**config.mk**
```make
export PLATFORM = sky130hd
export DESIGN_NAME = multicycle_control_fsm
export DESIGN_NICKNAME = d
export VERILOG_FILES = /design/src/rtl/multicycle_control_fsm.sv
export SDC_FILE = /design/constraint.sdc
export NUM_CORES = 1
export LEC_CHECK = 0
export CAP_MARGIN = 0
export CELL_PAD_IN_SITES_DETAIL_PLACEMENT = 1
export CELL_PAD_IN_SITES_GLOBAL_PLACEMENT = 1
export CORE_ASPECT_RATIO = 1.25
export CORE_MARGIN = 3
export CORE_UTILIZATION = 35
export DETAILED_ROUTE_END_ITERATION = 8
export GPL_TIMING_DRIVEN = 0
export PLACE_DENSITY_LB_ADDON = 0.05
export SLEW_MARGIN = 10
export SYNTH_ARGS = -nofsm -noshare
export SYNTH_HDL_FRONTEND = slang
export SYNTH_SLANG_ARGS = --single-unit
```
**constraint.sdc**
```tcl
create_clock -name clk -period 2.6 [get_ports clk]
set_input_delay 0.52 -clock clk [delete_from_list [all_inputs] [get_ports clk]]
set_output_delay 0.52 -clock clk [all_outputs]
set_load 0.01 [all_outputs]
```
**src/rtl/multicycle_control_fsm.sv**
```systemverilog
// Main controller for the multicycle MIPS datapath: one state per cycle,
// Moore outputs, and interrupt entry at instruction boundaries.
module multicycle_control_fsm #(
  parameter logic [5:0] OP_RTYPE = 6'b000000,
  parameter logic [5:0] OP_LW    = 6'b100011,
  parameter logic [5:0] OP_SW    = 6'b101011,
  parameter logic [5:0] OP_BEQ   = 6'b000100,
  parameter logic [5:0] OP_ADDI  = 6'b001000,
  parameter logic [5:0] OP_J     = 6'b000010,
  parameter logic [5:0] OP_JAL   = 6'b000011
) (
  input  logic       clk,
  input  logic       reset,
  input  logic [5:0] op,
  input  logic [5:0] funct,
  input  logic       irq,
  input  logic       int_enable,
  output logic [1:0] aluControl,
  output logic [1:0] aluSrcA,
  output logic [1:0] aluSrcB,
  output logic [1:0] pcSource,
  output logic [1:0] regWrite,
  output logic [1:0] regDst,
  output logic [1:0] memToReg,
  output logic       isInterrupted,
  output logic       isBranch,
  output logic       pcWrite,
  output logic       lorD,
  output logic       memWrite,
  output logic       IrWrite,
  output logic       int_ack,
  output logic       illegal_op
);

  localparam logic [4:0] S_RST       = 5'd0;
  localparam logic [4:0] S_FETCH     = 5'd1;
  localparam logic [4:0] S_DECODE    = 5'd2;
  localparam logic [4:0] S_MEMADR    = 5'd3;
  localparam logic [4:0] S_MEMRD     = 5'd4;
  localparam logic [4:0] S_MEMWB     = 5'd5;
  localparam logic [4:0] S_MEMWR     = 5'd6;
  localparam logic [4:0] S_EXEC      = 5'd7;
  localparam logic [4:0] S_ALUWB     = 5'd8;
  localparam logic [4:0] S_BRANCH    = 5'd9;
  localparam logic [4:0] S_ADDIEX    = 5'd10;
  localparam logic [4:0] S_ADDIWB    = 5'd11;
  localparam logic [4:0] S_JUMP      = 5'd12;
  localparam logic [4:0] S_JAL       = 5'd13;
  localparam logic [4:0] S_ILLEGAL   = 5'd14;
  localparam logic [4:0] S_INT_SAVE  = 5'd15;
  localparam logic [4:0] S_INT_FETCH = 5'd16;

  localparam logic [5:0] F_ADD = 6'b100000;
  localparam logic [5:0] F_SUB = 6'b100010;
  localparam logic [5:0] F_AND = 6'b100100;
  localparam logic [5:0] F_OR  = 6'b100101;

  typedef struct packed {
    logic [1:0] alu_control;
    logic [1:0] alu_src_a;
    logic [1:0] alu_src_b;
    logic [1:0] pc_source;
    logic [1:0] reg_write;
    logic [1:0] reg_dst;
    logic [1:0] mem_to_reg;
    logic       is_interrupted;
    logic       is_branch;
    logic       pc_write;
    logic       lor_d;
    logic       mem_write;
    logic       ir_write;
    logic       int_ack;
    logic       illegal_op;
  } ctl_t;

  function automatic logic funct_legal(input logic [5:0] fn);
    logic ok;
    case (fn)
      F_ADD, F_SUB, F_AND, F_OR: ok = 1'b1;
      default:                   ok = 1'b0;
    endcase
    return ok;
  endfunction

  function automatic logic [1:0] alu_for_funct(input logic [5:0] fn);
    logic [1:0] ac;
    case (fn)
      F_ADD:   ac = 2'b00;
      F_SUB:   ac = 2'b01;
      F_AND:   ac = 2'b10;
      F_OR:    ac = 2'b11;
      default: ac = 2'b00;
    endcase
    return ac;
  endfunction

  // Control word for a given state; every field not named stays zero.
  function automatic ctl_t decode_outputs(input logic [4:0] st, input logic [5:0] fn);
    ctl_t c;
    c = '0;
    case (st)
      S_FETCH, S_INT_FETCH: begin
        c.alu_src_b      = 2'b01;
        c.pc_write       = 1'b1;
        c.ir_write       = 1'b1;
        c.is_interrupted = (st == S_INT_FETCH);
      end
      S_DECODE: c.alu_src_b = 2'b11;
      S_MEMADR, S_ADDIEX: begin
        c.alu_src_a = 2'b01;
        c.alu_src_b = 2'b10;
      end
      S_MEMRD: c.lor_d = 1'b1;
      S_MEMWB: begin
        c.reg_write  = 2'b01;
        c.mem_to_reg = 2'b01;
      end
      S_MEMWR: begin
        c.lor_d     = 1'b1;
        c.mem_write = 1'b1;
      end
      S_EXEC: begin
        c.alu_src_a   = 2'b01;
        c.alu_control = alu_for_funct(fn);
      end
      S_ALUWB: begin
        c.reg_write = 2'b01;
        c.reg_dst   = 2'b01;
      end
      S_BRANCH: begin
        c.alu_src_a   = 2'b01;
        c.alu_control = 2'b01;
        c.is_branch   = 1'b1;
        c.pc_source   = 2'b01;
      end
      S_ADDIWB: c.reg_write = 2'b01;
      S_JUMP: begin
        c.pc_source = 2'b10;
        c.pc_write  = 1'b1;
      end
      S_JAL: begin
        c.reg_write  = 2'b01;
        c.reg_dst    = 2'b10;
        c.mem_to_reg = 2'b10;
        c.pc_source  = 2'b10;
        c.pc_write   = 1'b1;
      end
      S_ILLEGAL: c.illegal_op = 1'b1;
      S_INT_SAVE: begin
        c.int_ack    = 1'b1;
        c.reg_write  = 2'b01;
        c.reg_dst    = 2'b10;
        c.mem_to_reg = 2'b10;
      end
      default: c = '0;
    endcase
    return c;
  endfunction

  logic [4:0] state_r;
  logic [4:0] next_state_s;
  logic [4:0] next_fetch_s;
  logic       irq_pending_r;
  ctl_t       ctl_r;

  // Instruction boundary target: a pending or live enabled interrupt wins over FETCH.
  always_comb begin
    if (irq_pending_r || (irq && int_enable)) begin
      next_fetch_s = S_INT_SAVE;
    end else begin
      next_fetch_s = S_FETCH;
    end
  end

  // Next-state sequencing.
  always_comb begin
    next_state_s = S_RST;
    case (state_r)
      S_RST:       next_state_s = S_FETCH;
      S_FETCH:     next_state_s = S_DECODE;
      S_INT_FETCH: next_state_s = S_DECODE;
      S_DECODE: begin
        if ((op == OP_LW) || (op == OP_SW)) begin
          next_state_s = S_MEMADR;
        end else if (op == OP_RTYPE) begin
          next_state_s = S_EXEC;
        end else if (op == OP_BEQ) begin
          next_state_s = S_BRANCH;
        end else if (op == OP_ADDI) begin
          next_state_s = S_ADDIEX;
        end else if (op == OP_J) begin
          next_state_s = S_JUMP;
        end else if (op == OP_JAL) begin
          next_state_s = S_JAL;
        end else begin
          next_state_s = S_ILLEGAL;
        end
      end
      S_MEMADR: begin
        if (op == OP_LW) begin
          next_state_s = S_MEMRD;
        end else begin
          next_state_s = S_MEMWR;
        end
      end
      S_MEMRD: next_state_s = S_MEMWB;
      S_EXEC: begin
        if (funct_legal(funct)) begin
          next_state_s = S_ALUWB;
        end else begin
          next_state_s = S_ILLEGAL;
        end
      end
      S_ADDIEX:   next_state_s = S_ADDIWB;
      S_INT_SAVE: next_state_s = S_INT_FETCH;
      S_MEMWB, S_MEMWR, S_ALUWB, S_BRANCH, S_ADDIWB,
      S_JUMP, S_JAL, S_ILLEGAL: next_state_s = next_fetch_s;
      default:    next_state_s = S_RST;
    endcase
  end

  // State register; outputs are registered from the next state so they track state exactly.
  always_ff @(posedge clk or posedge reset) begin
    if (reset) begin
      state_r <= S_RST;
      ctl_r   <= '0;
    end else begin
      state_r <= next_state_s;
      ctl_r   <= decode_outputs(next_state_s, funct);
    end
  end

  // Interrupt latch; entering INT_SAVE clears it even if irq is sampled on the same edge.
  always_ff @(posedge clk or posedge reset) begin
    if (reset) begin
      irq_pending_r <= 1'b0;
    end else if (next_state_s == S_INT_SAVE) begin
      irq_pending_r <= 1'b0;
    end else if (irq && int_enable) begin
      irq_pending_r <= 1'b1;
    end else begin
      irq_pending_r <= irq_pending_r;
    end
  end

  assign aluControl    = ctl_r.alu_control;
  assign aluSrcA       = ctl_r.alu_src_a;
  assign aluSrcB       = ctl_r.alu_src_b;
  assign pcSource      = ctl_r.pc_source;
  assign regWrite      = ctl_r.reg_write;
  assign regDst        = ctl_r.reg_dst;
  assign memToReg      = ctl_r.mem_to_reg;
  assign isInterrupted = ctl_r.is_interrupted;
  assign isBranch      = ctl_r.is_branch;
  assign pcWrite       = ctl_r.pc_write;
  assign lorD          = ctl_r.lor_d;
  assign memWrite      = ctl_r.mem_write;
  assign IrWrite       = ctl_r.ir_write;
  assign int_ack       = ctl_r.int_ack;
  assign illegal_op    = ctl_r.illegal_op;

endmodule
```
==> out/metrics.csv <==
metric,value,unit
status,"complete, no violations",
yosys warns,0,
Sw Share,42.8,%
router iterations before antenna repair,4,
initial antenna violation count,0,
simple-gate area share of the yosys netlist,23.3,%
Antenna Cells,0,
largest family of logic cells by synthesized area,simple AND/OR/NAND/NOR gates,
Adder-Cell Fraction of Synth Area,0,%
Rel. slew slack,37.1,%
Top Ports,38,
post-synth cell types,42,
final setup violating endpoints,0,
Yosys reg bits,25,
GRT overflow,0,
layout cells sized above 1,15.3,%
RSZ-0062 raised after global routing,no,
Clock power frac,10.5,%
area added between synthesis and finish,35.9,%
first-pass GRT wire length,5160,um
largest area contributor in the netlist,dfrtp_1,
hold path depth,2,
compound-cell area share of the yosys netlist,18.4,%
Reg-to-Reg Start,state_r[0],
skew final,0.00303,ns
final wirelength,3240,um
die width,60.4,um
power per cell area,1230,mW/mm^2
largest net degree at the start of global routing,26,
min-delay src,irq_pending_r,
CTS clock-pin slew for the worst setup and hold paths,0.09,ns
I/O Buffers,35,
Synth area leaders,"dfrtp_1 48%, nand2_1 4.9%, nor2_1 3.5%",
Die Y,74.0,um
vias in the first global route,1168,
CP Launch Type,input pin,
Core Area,0.00351,mm^2
Static Leak,0.786,nW
"final std cell area, no fill",0.00176,mm^2
critical path's largest stage delay,0.48,ns
internal cell power,0.00124,W
mux cell area share after synthesis,0.772,%
power share of the combinational group,62.8,%
starting density of the core,36.9,%
clk_lat worst skew,0.26,ns
post-route antenna net violation count,0,
worst hold path class,reg -> reg,
vias,1123,
crit-path cells,buf_2 -> or3b_4 -> a2111oi_4 -> o221ai_2 -> or3_1 -> buf_6 -> or4_4 -> o211ai_1,
final period utilization,96.9,%
number of flops mapped to enable cells by yosys,0,
synthesized area,0.00130,mm^2
CP endpoint kind,flip-flop,
Slew Limit Fails,0,
Hold EP,irq_pending_r,
Worst Path Max Fanout,6,
Setup WS pre-CTS,-0.696,ns
Worst Path Required,2.78,ns
TritonCTS Sinks,25,
gr usage total,15.1,%
global placer's final weighted congestion,0.806,
xor-xnor portion of the synthesized cell area,2.03,%
nets@finish,193,
DR WL/cell,15.1,um
Synth Instances,134,
Final Hold Viols,0,
worst r2r path cells,8,
slew at the pin closest to its max-slew limit,0.942,ns
asr flop ratio synth,100,%
setup ws final,0.0804,ns
Final Power,0.00217,W
share of the synthesized area in the top cell type,48.3,%
"Data arrival, critical path",2.70,ns
Final HPWL DP,2450,um
post-synthesis sequential area ratio,48.3,%
DR vias/cell,5.22,
TritonCTS Buffers,3,
FMAX,397,MHz
Initial DRC Count,24,
net load switching power,0.000928,W
root buffer cell,clkbuf_8,
Period minus WS final,2.52,ns
htree depth,1,
CP Class,in -> reg,
hold slack,0.527,ns
Area after DPL,0.00170,mm^2
Cell Rows,24,
Flop pwr share,26.8,%
setup TNS,0,ns
max-cap violation count,0,
worst reg2reg endpoint,pcWrite,
Post-Syn Area per Cell,9.67,um^2
"Primary FF master, synth",dfrtp_1,
Reg2Reg Setup Slack,0.14,ns
VDD IR max,0.594,mV
DRC viols,0,
TritonCTS clock tree,yes,
Worst path slowest cell,or4_4,
Die ar.,0.00447,mm^2
Max Root-Sink Buffers,2,
[kinds of logic (layout without fill, tap and decap cells)]
group | after synthesis | count (layout)
DFF | 25 | 25
and+or+nand+nor | 57 | 57
muxes | 1 | 1
AOI/OAI and AO/OA | 29 | 29
xor gates and xnor gates | 3 | 3
other | 1 | 2
buffers and inverters | 18 | 59
[worst max-delay path: cells and delay by family]
kind,cells,cell delay [ns]
AO/OA/AOI/OAI,3,0.66
AND/OR/NAND/NOR,3,1.26
buffers and inverters,2,0.26
[power groups by stage]
stage,clock [W],sequential [W],combinational (W)
after floorplan,0,0.000617,0.000823
after global placement,0,0.000582,0.00123
after detailed placement,0,0.000587,0.00128
after CTS,0.000237,0.000579,0.00136
after global routing,0.000256,0.000593,0.00149
final,0.000227,0.000580,0.00136
[worst max-delay path by stage]
stage | startpoint | to | slack [ns] | cells after the start
after floorplan | op[0] | pcWrite | 0.12 | 7
after global placement | op[1] | pcWrite | -0.64 | 8
after detailed placement | op[1] | pcWrite | -0.70 | 8
after CTS | op[1] | pcWrite | 0.06 | 8
after global routing | op[1] | pcWrite | 0.002 | 8
final | op[1] | pcWrite | 0.08 | 8
[routing by layer]
layer  vias up  global-route usage (%)  share of wire (%)
met1       544                    18.8                 44
met2        29                    26.0                 49
met5         -                       0                  0
met4         0                    6.02                1.9
met3         4                    2.26                4.5
li1        546                       -                  -
[final cells by class]
type | instances | area [um^2]
fill | 417 | 1750
sequential | 25 | 626
multi-input combinational | 92 | 601
timing repair buffer | 38 | 354
buffer | 8 | 52.6
tap | 39 | 48.8
clock buffer | 3 | 41.3
inverter | 9 | 33.8
clock inverter | 1 | 5.00
[registers in the layout (all words and copies together), names as in the netlist, 2 cells and up]
signal and count:
aluControl 2, aluSrcB 2, pcSource 2, state_r 5, regDst 2
[cell usage in the layout (no fill, tap or decap), types with 2 or more instances in the layout]
master,synthesis,final
nand2_1,17,17
xnor2_1,2,2
buf_4,3,6
o22ai_1,2,2
buf_2,3,6
dlygate4sd2_1,0,3
dfrtp_1,25,25
or4_1,2,2
a21oi_1,5,5
nor2_1,12,12
nor3_1,4,3
inv_1,8,8
conb_1,1,2
nand4b_1,2,2
clkbuf_8,0,3
nand2b_1,5,5
nand3_1,3,2
nor2b_1,2,2
o21ai_0,7,7
a211oi_1,3,3
clkdlybuf4s50_1,0,29
o211ai_1,3,3
[per-stage QoR]
| step | instances | utilization, % |
|---|---|---|
| final | 215 | 50.1 |
| after CTS | 215 | 50.0 |
| after global routing | 215 | 50.1 |
| after floorplan | 135 | - |
| after detailed placement | 209 | 48.4 |
| after global placement | 209 | 48.4 |
[cells in the mapped netlist (2+ instances only)]
| library cell | number |
|---|---|
| dfrtp_1 | 25 |
| buf_2 | 3 |
| buf_4 | 3 |
| nand3_1 | 3 |
| nor3_1 | 4 |
| nand2b_1 | 5 |
| o211ai_1 | 3 |
| o21ai_0 | 7 |
| clkbuf_1 | 2 |
| nand4b_1 | 2 |
| a21oi_1 | 5 |
| o22ai_1 | 2 |
| a211oi_1 | 3 |
| nand2_1 | 17 |
| or4_1 | 2 |
| xnor2_1 | 2 |
| inv_1 | 8 |
| nor2_1 | 12 |
| nor3b_1 | 2 |
| nor2b_1 | 2 |
[what timing repair did]
item                       4_1_cts  5_1_grt
gates cloned                     0        0
setup endpoints to repair       12        3
buffers inserted                 3        0
gates resized for setup         18        1
hold buffers                     0        0
pin swaps                        5        1
Note: power is estimated with default switching activity, not from simulation.
